===== config.mk =====
export PLATFORM = sky130hd
export DESIGN_NAME = execute_stage_flat
export DESIGN_NICKNAME = d
export VERILOG_FILES = /design/src/rtl/execute_stage_if.sv /design/src/rtl/execute_stage.sv /design/src/flat_wrapper.sv
export SDC_FILE = /design/constraint.sdc
export NUM_CORES = 1
export LEC_CHECK = 0
export CELL_PAD_IN_SITES_DETAIL_PLACEMENT = 0
export CELL_PAD_IN_SITES_GLOBAL_PLACEMENT = 2
export CORE_MARGIN = 3
export CORE_UTILIZATION = 27
export DETAILED_ROUTE_END_ITERATION = 10
export MAX_ROUTING_LAYER = met4
export PLACE_DENSITY = 0.87
export SLEW_MARGIN = 25
export SYNTH_ARGS = -nofsm -noshare
export SYNTH_HDL_FRONTEND = slang
export SYNTH_SLANG_ARGS = --single-unit

===== constraint.sdc =====
create_clock -name clk -period 8.6 [get_ports clk]
set_input_delay 1.72 -clock clk [delete_from_list [all_inputs] [get_ports clk]]
set_output_delay 1.72 -clock clk [all_outputs]
set_load 0.02 [all_outputs]

===== src/rtl/execute_stage_if.sv =====
// execute_stage_if: decode-to-execute inputs, forwarding controls and EX/MEM outputs of the execute stage
interface execute_stage_if #(
    parameter int XLEN       = 32,
    parameter int REG_ADDR_W = 5
);
    logic                  RegWriteE;
    logic                  ALUSrcE;
    logic                  MemWriteE;
    logic                  ResultSrcE;
    logic                  BranchE;
    logic [2:0]            ALUControlE;
    logic [XLEN-1:0]       RD1E;
    logic [XLEN-1:0]       RD2E;
    logic [XLEN-1:0]       ImmExtE;
    logic [XLEN-1:0]       PCE;
    logic [XLEN-1:0]       PCPlus4E;
    logic [REG_ADDR_W-1:0] RDE;
    logic [1:0]            ForwardAE;
    logic [1:0]            ForwardBE;
    logic [XLEN-1:0]       ResultW;
    logic                  FlushE;
    logic                  PCSrcE;
    logic [XLEN-1:0]       PCTargetE;
    logic                  RegWriteM;
    logic                  MemWriteM;
    logic                  ResultSrcM;
    logic [REG_ADDR_W-1:0] RDM;
    logic [XLEN-1:0]       ALUResultM;
    logic [XLEN-1:0]       WriteDataM;
    logic [XLEN-1:0]       PCPlus4M;

    modport master (
        output RegWriteE, ALUSrcE, MemWriteE, ResultSrcE, BranchE, ALUControlE,
               RD1E, RD2E, ImmExtE, PCE, PCPlus4E, RDE, ForwardAE, ForwardBE,
               ResultW, FlushE,
        input  PCSrcE, PCTargetE, RegWriteM, MemWriteM, ResultSrcM, RDM,
               ALUResultM, WriteDataM, PCPlus4M
    );

    modport slave (
        input  RegWriteE, ALUSrcE, MemWriteE, ResultSrcE, BranchE, ALUControlE,
               RD1E, RD2E, ImmExtE, PCE, PCPlus4E, RDE, ForwardAE, ForwardBE,
               ResultW, FlushE,
        output PCSrcE, PCTargetE, RegWriteM, MemWriteM, ResultSrcM, RDM,
               ALUResultM, WriteDataM, PCPlus4M
    );
endinterface


===== src/rtl/execute_stage.sv =====
// execute_stage: operand forwarding, ALU, beq resolution, branch target and EX/MEM register
module execute_stage #(
    parameter int XLEN       = 32,
    parameter int REG_ADDR_W = 5
) (
    input logic          clk,
    input logic          rst,
    execute_stage_if.slave bus
);
    logic [XLEN-1:0] src_a;
    logic [XLEN-1:0] fwd_b;
    logic [XLEN-1:0] src_b;
    logic [XLEN-1:0] alu_result;
    logic            lt;

    // Forwarding muxes; ALUResultM is our own registered output, i.e. the previous instruction's result
    always_comb begin
        src_a = bus.ForwardAE == 2'b01 ? bus.ResultW :
                bus.ForwardAE == 2'b10 ? bus.ALUResultM : bus.RD1E;
        fwd_b = bus.ForwardBE == 2'b01 ? bus.ResultW :
                bus.ForwardBE == 2'b10 ? bus.ALUResultM : bus.RD2E;
        src_b = bus.ALUSrcE ? bus.ImmExtE : fwd_b;
    end

    // ALU; unused operation codes produce zero
    always_comb begin
        lt = $signed(src_a) < $signed(src_b);
        case (bus.ALUControlE)
            3'b000:  alu_result = src_a + src_b;
            3'b001:  alu_result = src_a - src_b;
            3'b010:  alu_result = src_a & src_b;
            3'b011:  alu_result = src_a | src_b;
            3'b101:  alu_result = {{(XLEN-1){1'b0}}, lt};
            default: alu_result = '0;
        endcase
    end

    assign bus.PCSrcE    = bus.BranchE & (alu_result == '0) & ~bus.FlushE;
    assign bus.PCTargetE = bus.PCE + bus.ImmExtE;

    // EX/MEM register; a flush turns the slot into a bubble by dropping its write enables
    always_ff @(posedge clk) begin
        if (rst) begin
            bus.RegWriteM  <= 1'b0;
            bus.MemWriteM  <= 1'b0;
            bus.ResultSrcM <= 1'b0;
            bus.RDM        <= '0;
            bus.ALUResultM <= '0;
            bus.WriteDataM <= '0;
            bus.PCPlus4M   <= '0;
        end else begin
            bus.RegWriteM  <= bus.RegWriteE & ~bus.FlushE;
            bus.MemWriteM  <= bus.MemWriteE & ~bus.FlushE;
            bus.ResultSrcM <= bus.ResultSrcE;
            bus.RDM        <= bus.RDE;
            bus.ALUResultM <= alu_result;
            bus.WriteDataM <= fwd_b;
            bus.PCPlus4M   <= bus.PCPlus4E;
        end
    end
endmodule


===== src/flat_wrapper.sv =====
// flat-port wrapper written by rule: the top's interface ports become plain ports
module execute_stage_flat 
#(
    parameter int XLEN       = 32,
    parameter int REG_ADDR_W = 5
)
  (clk, rst, bus_RegWriteE, bus_ALUSrcE, bus_MemWriteE, bus_ResultSrcE, bus_BranchE, bus_ALUControlE, bus_RD1E, bus_RD2E, bus_ImmExtE, bus_PCE, bus_PCPlus4E, bus_RDE, bus_ForwardAE, bus_ForwardBE, bus_ResultW, bus_FlushE, bus_PCSrcE, bus_PCTargetE, bus_RegWriteM, bus_MemWriteM, bus_ResultSrcM, bus_RDM, bus_ALUResultM, bus_WriteDataM, bus_PCPlus4M);
  execute_stage_if #(.XLEN(XLEN), .REG_ADDR_W(REG_ADDR_W)) bus_i ();
  input logic clk;
  input logic rst;
  input wire logic [$bits(bus_i.RegWriteE)-1:0] bus_RegWriteE;
  input wire logic [$bits(bus_i.ALUSrcE)-1:0] bus_ALUSrcE;
  input wire logic [$bits(bus_i.MemWriteE)-1:0] bus_MemWriteE;
  input wire logic [$bits(bus_i.ResultSrcE)-1:0] bus_ResultSrcE;
  input wire logic [$bits(bus_i.BranchE)-1:0] bus_BranchE;
  input wire logic [$bits(bus_i.ALUControlE)-1:0] bus_ALUControlE;
  input wire logic [$bits(bus_i.RD1E)-1:0] bus_RD1E;
  input wire logic [$bits(bus_i.RD2E)-1:0] bus_RD2E;
  input wire logic [$bits(bus_i.ImmExtE)-1:0] bus_ImmExtE;
  input wire logic [$bits(bus_i.PCE)-1:0] bus_PCE;
  input wire logic [$bits(bus_i.PCPlus4E)-1:0] bus_PCPlus4E;
  input wire logic [$bits(bus_i.RDE)-1:0] bus_RDE;
  input wire logic [$bits(bus_i.ForwardAE)-1:0] bus_ForwardAE;
  input wire logic [$bits(bus_i.ForwardBE)-1:0] bus_ForwardBE;
  input wire logic [$bits(bus_i.ResultW)-1:0] bus_ResultW;
  input wire logic [$bits(bus_i.FlushE)-1:0] bus_FlushE;
  output wire logic [$bits(bus_i.PCSrcE)-1:0] bus_PCSrcE;
  output wire logic [$bits(bus_i.PCTargetE)-1:0] bus_PCTargetE;
  output wire logic [$bits(bus_i.RegWriteM)-1:0] bus_RegWriteM;
  output wire logic [$bits(bus_i.MemWriteM)-1:0] bus_MemWriteM;
  output wire logic [$bits(bus_i.ResultSrcM)-1:0] bus_ResultSrcM;
  output wire logic [$bits(bus_i.RDM)-1:0] bus_RDM;
  output wire logic [$bits(bus_i.ALUResultM)-1:0] bus_ALUResultM;
  output wire logic [$bits(bus_i.WriteDataM)-1:0] bus_WriteDataM;
  output wire logic [$bits(bus_i.PCPlus4M)-1:0] bus_PCPlus4M;
  assign bus_i.RegWriteE = bus_RegWriteE;
  assign bus_i.ALUSrcE = bus_ALUSrcE;
  assign bus_i.MemWriteE = bus_MemWriteE;
  assign bus_i.ResultSrcE = bus_ResultSrcE;
  assign bus_i.BranchE = bus_BranchE;
  assign bus_i.ALUControlE = bus_ALUControlE;
  assign bus_i.RD1E = bus_RD1E;
  assign bus_i.RD2E = bus_RD2E;
  assign bus_i.ImmExtE = bus_ImmExtE;
  assign bus_i.PCE = bus_PCE;
  assign bus_i.PCPlus4E = bus_PCPlus4E;
  assign bus_i.RDE = bus_RDE;
  assign bus_i.ForwardAE = bus_ForwardAE;
  assign bus_i.ForwardBE = bus_ForwardBE;
  assign bus_i.ResultW = bus_ResultW;
  assign bus_i.FlushE = bus_FlushE;
  assign bus_PCSrcE = bus_i.PCSrcE;
  assign bus_PCTargetE = bus_i.PCTargetE;
  assign bus_RegWriteM = bus_i.RegWriteM;
  assign bus_MemWriteM = bus_i.MemWriteM;
  assign bus_ResultSrcM = bus_i.ResultSrcM;
  assign bus_RDM = bus_i.RDM;
  assign bus_ALUResultM = bus_i.ALUResultM;
  assign bus_WriteDataM = bus_i.WriteDataM;
  assign bus_PCPlus4M = bus_i.PCPlus4M;
  execute_stage #(.XLEN(XLEN), .REG_ADDR_W(REG_ADDR_W)) u_core (.clk(clk), .rst(rst), .bus(bus_i));
endmodule

Word level (Yosys, flattened, before mapping)
Cells that the tools add are included.

cells by class
  reduce and logical (&&, ||, !) cells = 2
  equal/unequal tests = 8
  order comparisons = 1
  mux-type cells = 6
  bitwise operators = 7
  $add $sub $neg = 3

operators with widths
  kind                                                  number
  two-way mux 32 bit                                    5
  case mux 32 bit (5 select lines)                      1
  adder 32 bit                                          2
  AND 32 bit                                            1
  zero test 32 bit                                      1
  less-than comparator 32 bit                           1
  bitwise OR 32 bit                                     1
  subtractor 32 bit                                     1
  equality test 3 x 2 -> 1 bit (second input constant)  2
  AND 1 bit                                             4
  equality test 2 x 1 -> 1 bit (second input constant)  2
  equality test 2 bit (second input constant)           2
  equality test 3 x 1 -> 1 bit (second input constant)  1
  equality test 3 bit (second input constant)           1
  zero test 3 bit                                       1
  inverter 1 bit                                        1

storage, ports and cells
  word-level logic and storage cells = 34
  input bits = 212
  output and inout port bits = 137
  bits in registers = 104

Logic depth before layout (Yosys ltp)
  depth after elaboration = 9
  gate-level depth with buffers = 20
  depth with buffers taken out = 18

Worst setup path after synthesis
OpenSTA, ideal clock, no wires.

  kind = input -> output
  from = input port bus_ForwardBE[1]
  to = output port bus_PCSrcE
  data arrival time = 6006 ps
  stages = 18
  path slack = 874 ps
  required time = 6880 ps
  buffers on the path = 3
  cells stage by stage = clkbuf_1 -> clkbuf_1 -> mux2_2 -> o21ai_0 -> o21ai_0 -> ha_1 -> buf_6 -> or4_1 -> or4_4 -> a21oi_4 -> nor3_2 -> mux2i_1 -> nand3_1 -> nor4_1 -> o2111a_1 -> and4_1 -> nand4_1 -> nor3b_2

between the ends
  word-level cells in the longest chain between the ends = 9
  elaborated cells on any way between the ends = 14
  those cells by class = 2 x add/sub; 1 x order compare; 2 x eq/ne; 4 x mux; 4 x bitwise; 1 x reduce/logical

ends and longest elaborated chain
  element                                    line                 text
  start: declaration                         flat_wrapper.sv:24   input wire logic [$bits(bus_i.ForwardBE)-1:0] bus_ForwardBE;
  equality test 2 bit                        execute_stage.sv:21  bus.ForwardBE == 2'b10 ? bus.ALUResultM : bus.RD2E;
  two-way mux 32 bit                         execute_stage.sv:21
  two-way mux 32 bit (*)                     execute_stage.sv:20  fwd_b = bus.ForwardBE == 2'b01 ? bus.ResultW :
  two-way mux 32 bit (*)                     execute_stage.sv:22  src_b = bus.ALUSrcE ? bus.ImmExtE : fwd_b;
  subtractor 32 bit (tied with other cells)  execute_stage.sv:30  3'b001: alu_result = src_a - src_b;
  case mux 32 bit (5 select lines) (*)       execute_stage.sv:28  case (bus.ALUControlE)
  zero test 32 bit (*)                       execute_stage.sv:38  assign bus.PCSrcE = bus.BranchE & (alu_result == '0) & ~bus.FlushE;
  AND 1 bit (*) (2 in series)                execute_stage.sv:38
  end: declaration                           flat_wrapper.sv:27   output wire logic [$bits(bus_i.PCSrcE)-1:0] bus_PCSrcE;

Every way passes the cells marked *; elsewhere a longest branch is shown, timed or not.

Worst setup path in the final report
Same ends and word-level chain as after synthesis.

==> impl_metrics.env <==
export IMPL_first_global_vias=12600
export IMPL_start_kind="input port"
export IMPL_r2r_start="u_core.bus.ALUResultM[8]$_SDFF_PP0_"
export IMPL_setup_viol=0
export IMPL_post_place_cells=2471
export IMPL_maxSlewHeadroom=0.408
export IMPL_synth_compound_area_share=0.257
export IMPL_holdPathStages=3
export IMPL_cts_tree="done"
export IMPL_drc=0
export IMPL_regArea_sq_um=2080
export IMPL_path_clk_slew_ps=80
export IMPL_clockBufferDepth=2
export IMPL_cts_buffers=9
export IMPL_yosys_area_top_type="dfxtp_1"
export IMPL_tightest_slew_ps=882
export IMPL_drt_iter0_drc=1026
export IMPL_switching_share=0.439
export IMPL_clk_latency_ps=380
export IMPL_synthAdderAreaFrac=0.139
export IMPL_coreArea_sq_um=43200
export IMPL_reg2regPathDepth=14
export IMPL_synthMuxAreaShare=0.125
export IMPL_dp_hpwl_mm=45.5
export IMPL_routed_wl_mm=54.9
export IMPL_maxCapViolations=0
export IMPL_arrival_ps=6530
export IMPL_clkPwrFrac=0.195
export IMPL_outcome="completed"
export IMPL_finalPower_mw=2.39
export IMPL_grt_antenna_before_repair=2
export IMPL_syn_area_per_cell_sq_um=7.48
export IMPL_synthXorXnorAreaFrac=0.0363
export IMPL_multiInputGateArea_sq_um=8990
export IMPL_fin_util=0.379
export IMPL_ys_types=77
export IMPL_cts_max_level=3
export IMPL_vias=13000
export IMPL_nFillCells=4545
export IMPL_ys_seq_elements=104
export IMPL_finalCritPeriodShare=0.959
export IMPL_instances_no_fill=2489
export IMPL_portBuffers=348
export IMPL_grt_pass1_wl_mm=81.4
export IMPL_cellInternalPower_mw=1.34
export IMPL_final_area_sq_um=16400
export IMPL_drive_gt1_frac=0.0883
export IMPL_ys_warn_count=0
export IMPL_routabilityCongestion=0.922
export IMPL_cts_setup_buffers=0
export IMPL_synth_edf_count=0
export IMPL_cp_end_kind="output pin"
export IMPL_use_met1=0.302
export IMPL_syn_nets=1923
export IMPL_num_rows=76
export IMPL_worstPathMaxFanout=25
export IMPL_root_buffer="clkbuf_16"
export IMPL_rsz0062_at_grt="no"
export IMPL_power_density_nw_per_um2=146
export IMPL_grt_use_total=0.234
export IMPL_die_w_microns=215
export IMPL_hp_start="u_core.bus.ALUResultM[7]$_SDFF_PP0_"
export IMPL_grtUsageMet2=0.390
export IMPL_synthSimpleGateAreaFrac=0.201
export IMPL_die_area_sq_um=46300
export IMPL_synthesis_instances=1581
export IMPL_yosysMostFrequentCell="nand2_1"
export IMPL_synth_top_area_share=0.176
export IMPL_p_switching_mw=1.05
export IMPL_fin_crit_ps=8250
export IMPL_crit_path_start="bus_ForwardBE[1]"
export IMPL_synthToLayoutAreaGrowth_pct=38.5
export IMPL_seqPwrFrac=0.229
export IMPL_antenna_left=0
export IMPL_slew_viol_final=0
export IMPL_synth_area_leaders="dfxtp_1, ha_1, mux2i_1"
export IMPL_grt_busiest_layer="met2"
export IMPL_overflow=0
export IMPL_p_comb_frac=0.576
export IMPL_grt_met3_usage=0.0332
export IMPL_synth_common_cells="nand2_1, nor2_1, ha_1, o21ai_0, inv_1"
export IMPL_drt_vias_per_instance=5.21
export IMPL_ir_drop_v=0.0000961
export IMPL_pin_count=349
export IMPL_dpl_cell_area_sq_um=16000
export IMPL_synth_top_family_by_area="compound AO/OA/AOI/OAI gates"
export IMPL_netlist_area_sq_um=11800
export IMPL_clock_sinks=104
export IMPL_crit_type="in2out"
export IMPL_nets=2239
export IMPL_clock_fmax_mhz=121
export IMPL_die_h_microns=215
export IMPL_grt_max_degree=60
export IMPL_tns_ps=0
export IMPL_ys_seq_area_frac=0.176
export IMPL_fin_skew_ps=15.3
export IMPL_crit_required_ps=6880
export IMPL_dr_pass1_iters=5
export IMPL_p_leak_nw=6.95
export IMPL_synth_async_reset_ratio=0
export IMPL_hold_violations=0
export IMPL_start_util=0.274
export IMPL_min_path_type="reg2reg"
export IMPL_synthFlopType="dfxtp_1"
export IMPL_wire_per_inst_microns=22.1
-- registers in the layout, summed over array words and instances, names as in the netlist --
register,flops
u_core.bus.ALUResultM,32
u_core.bus.WriteDataM,32
u_core.bus.PCPlus4M,32
u_core.bus.RegWriteM,1
u_core.bus.ResultSrcM,1
u_core.bus.MemWriteM,1
u_core.bus.RDM,5
-- routing by layer --
layer  routed length, microns  part of all wire
met1                    24600              0.45
met2                    26200              0.48
met3                     3090             0.056
met4                     1060             0.019
met5                        0                 0
-- worst paths after layout --
path                            slack (ps)                                    to
worst max-delay path                   350                            bus_PCSrcE
worst min-delay path                   740   u_core.bus.WriteDataM[7]$_SDFF_PP0_
worst max register to register        4180  u_core.bus.ALUResultM[31]$_SDFF_PP0_
worst min register to register         740   u_core.bus.WriteDataM[7]$_SDFF_PP0_
-- what timing repair did --
action | in CTS | in global routing
hold buffers | 0 | 0
gates resized for setup | 0 | 2
setup endpoints to repair | 0 | 1
-- cells by family (layout without fill, tap and decap cells) --
| logic type | after synthesis | count (layout) |
|---|---|---|
| AO/OA/AOI/OAI | 457 | 457 |
| other | 0 | 2 |
| buffers and inverters | 199 | 520 |
| flip-flops | 104 | 104 |
| AND/OR/NAND/NOR | 503 | 503 |
| adder cells (fa/ha/maj) | 130 | 130 |
| multiplexers | 139 | 139 |
| XOR/XNOR | 49 | 49 |
-- worst max-delay path: stages --
cell	delay (ps)
buf_2	240
buf_12	240
buf_4	350
mux2i_1	230
nand2_1	70
o21ai_0	140
o21ai_0	230
ha_1	400
inv_1	70
a221oi_1	410
o21ai_1	230
o311ai_1	520
nand2b_1	190
a311o_1	320
a221o_1	340
a22oi_1	320
nand2_1	120
nor3b_2	170
buf_4	170
-- power by group through the flow --
| stage | clock network [mW] | registers [mW] | logic, mW |
|---|---|---|---|
| 2_1_floorplan | 0 | 0.595 | 0.764 |
| 3_3_place_gp | 0 | 0.558 | 1.36 |
| 3_5_place_dp | 0 | 0.559 | 1.36 |
| 4_1_cts | 0.483 | 0.547 | 1.37 |
| 5_1_grt | 0.497 | 0.551 | 1.49 |
| 6_report | 0.467 | 0.548 | 1.38 |
-- through the flow --
step,hold slack (ps),setup slack (ps)
floorplan,788,874
finish,743,351
CTS,728,280
detailed placement,706,303
global placement,693,197
global route,808,17.4
-- cell type report --
class / count / area share
well taps: 585 / 0.0447
repair buffers: 397 / 0.235
inverters: 107 / 0.0245
diodes: 2 / 0.000306
multi-input cells: 1278 / 0.549
flip-flops and latches: 104 / 0.127
clock buffers: 9 / 0.0138
clock inverters: 7 / 0.00581
-- cell usage in the layout (no fill, tap or decap), drive strengths merged, types with 16 or more instances in the layout --
cell type	count
a211oi	23
a21o	33
a21oi	96
buf	57
clkdlybuf4s50	340
dfxtp	104
ha	127
inv	111
mux2	64
mux2i	74
nand2	165
nand3	21
nor2	140
nor2b	57
nor3	28
o211ai	22
o21a	44
o21ai	114
o31ai	16
xnor2	34
(Power assumes the default switching activity.)
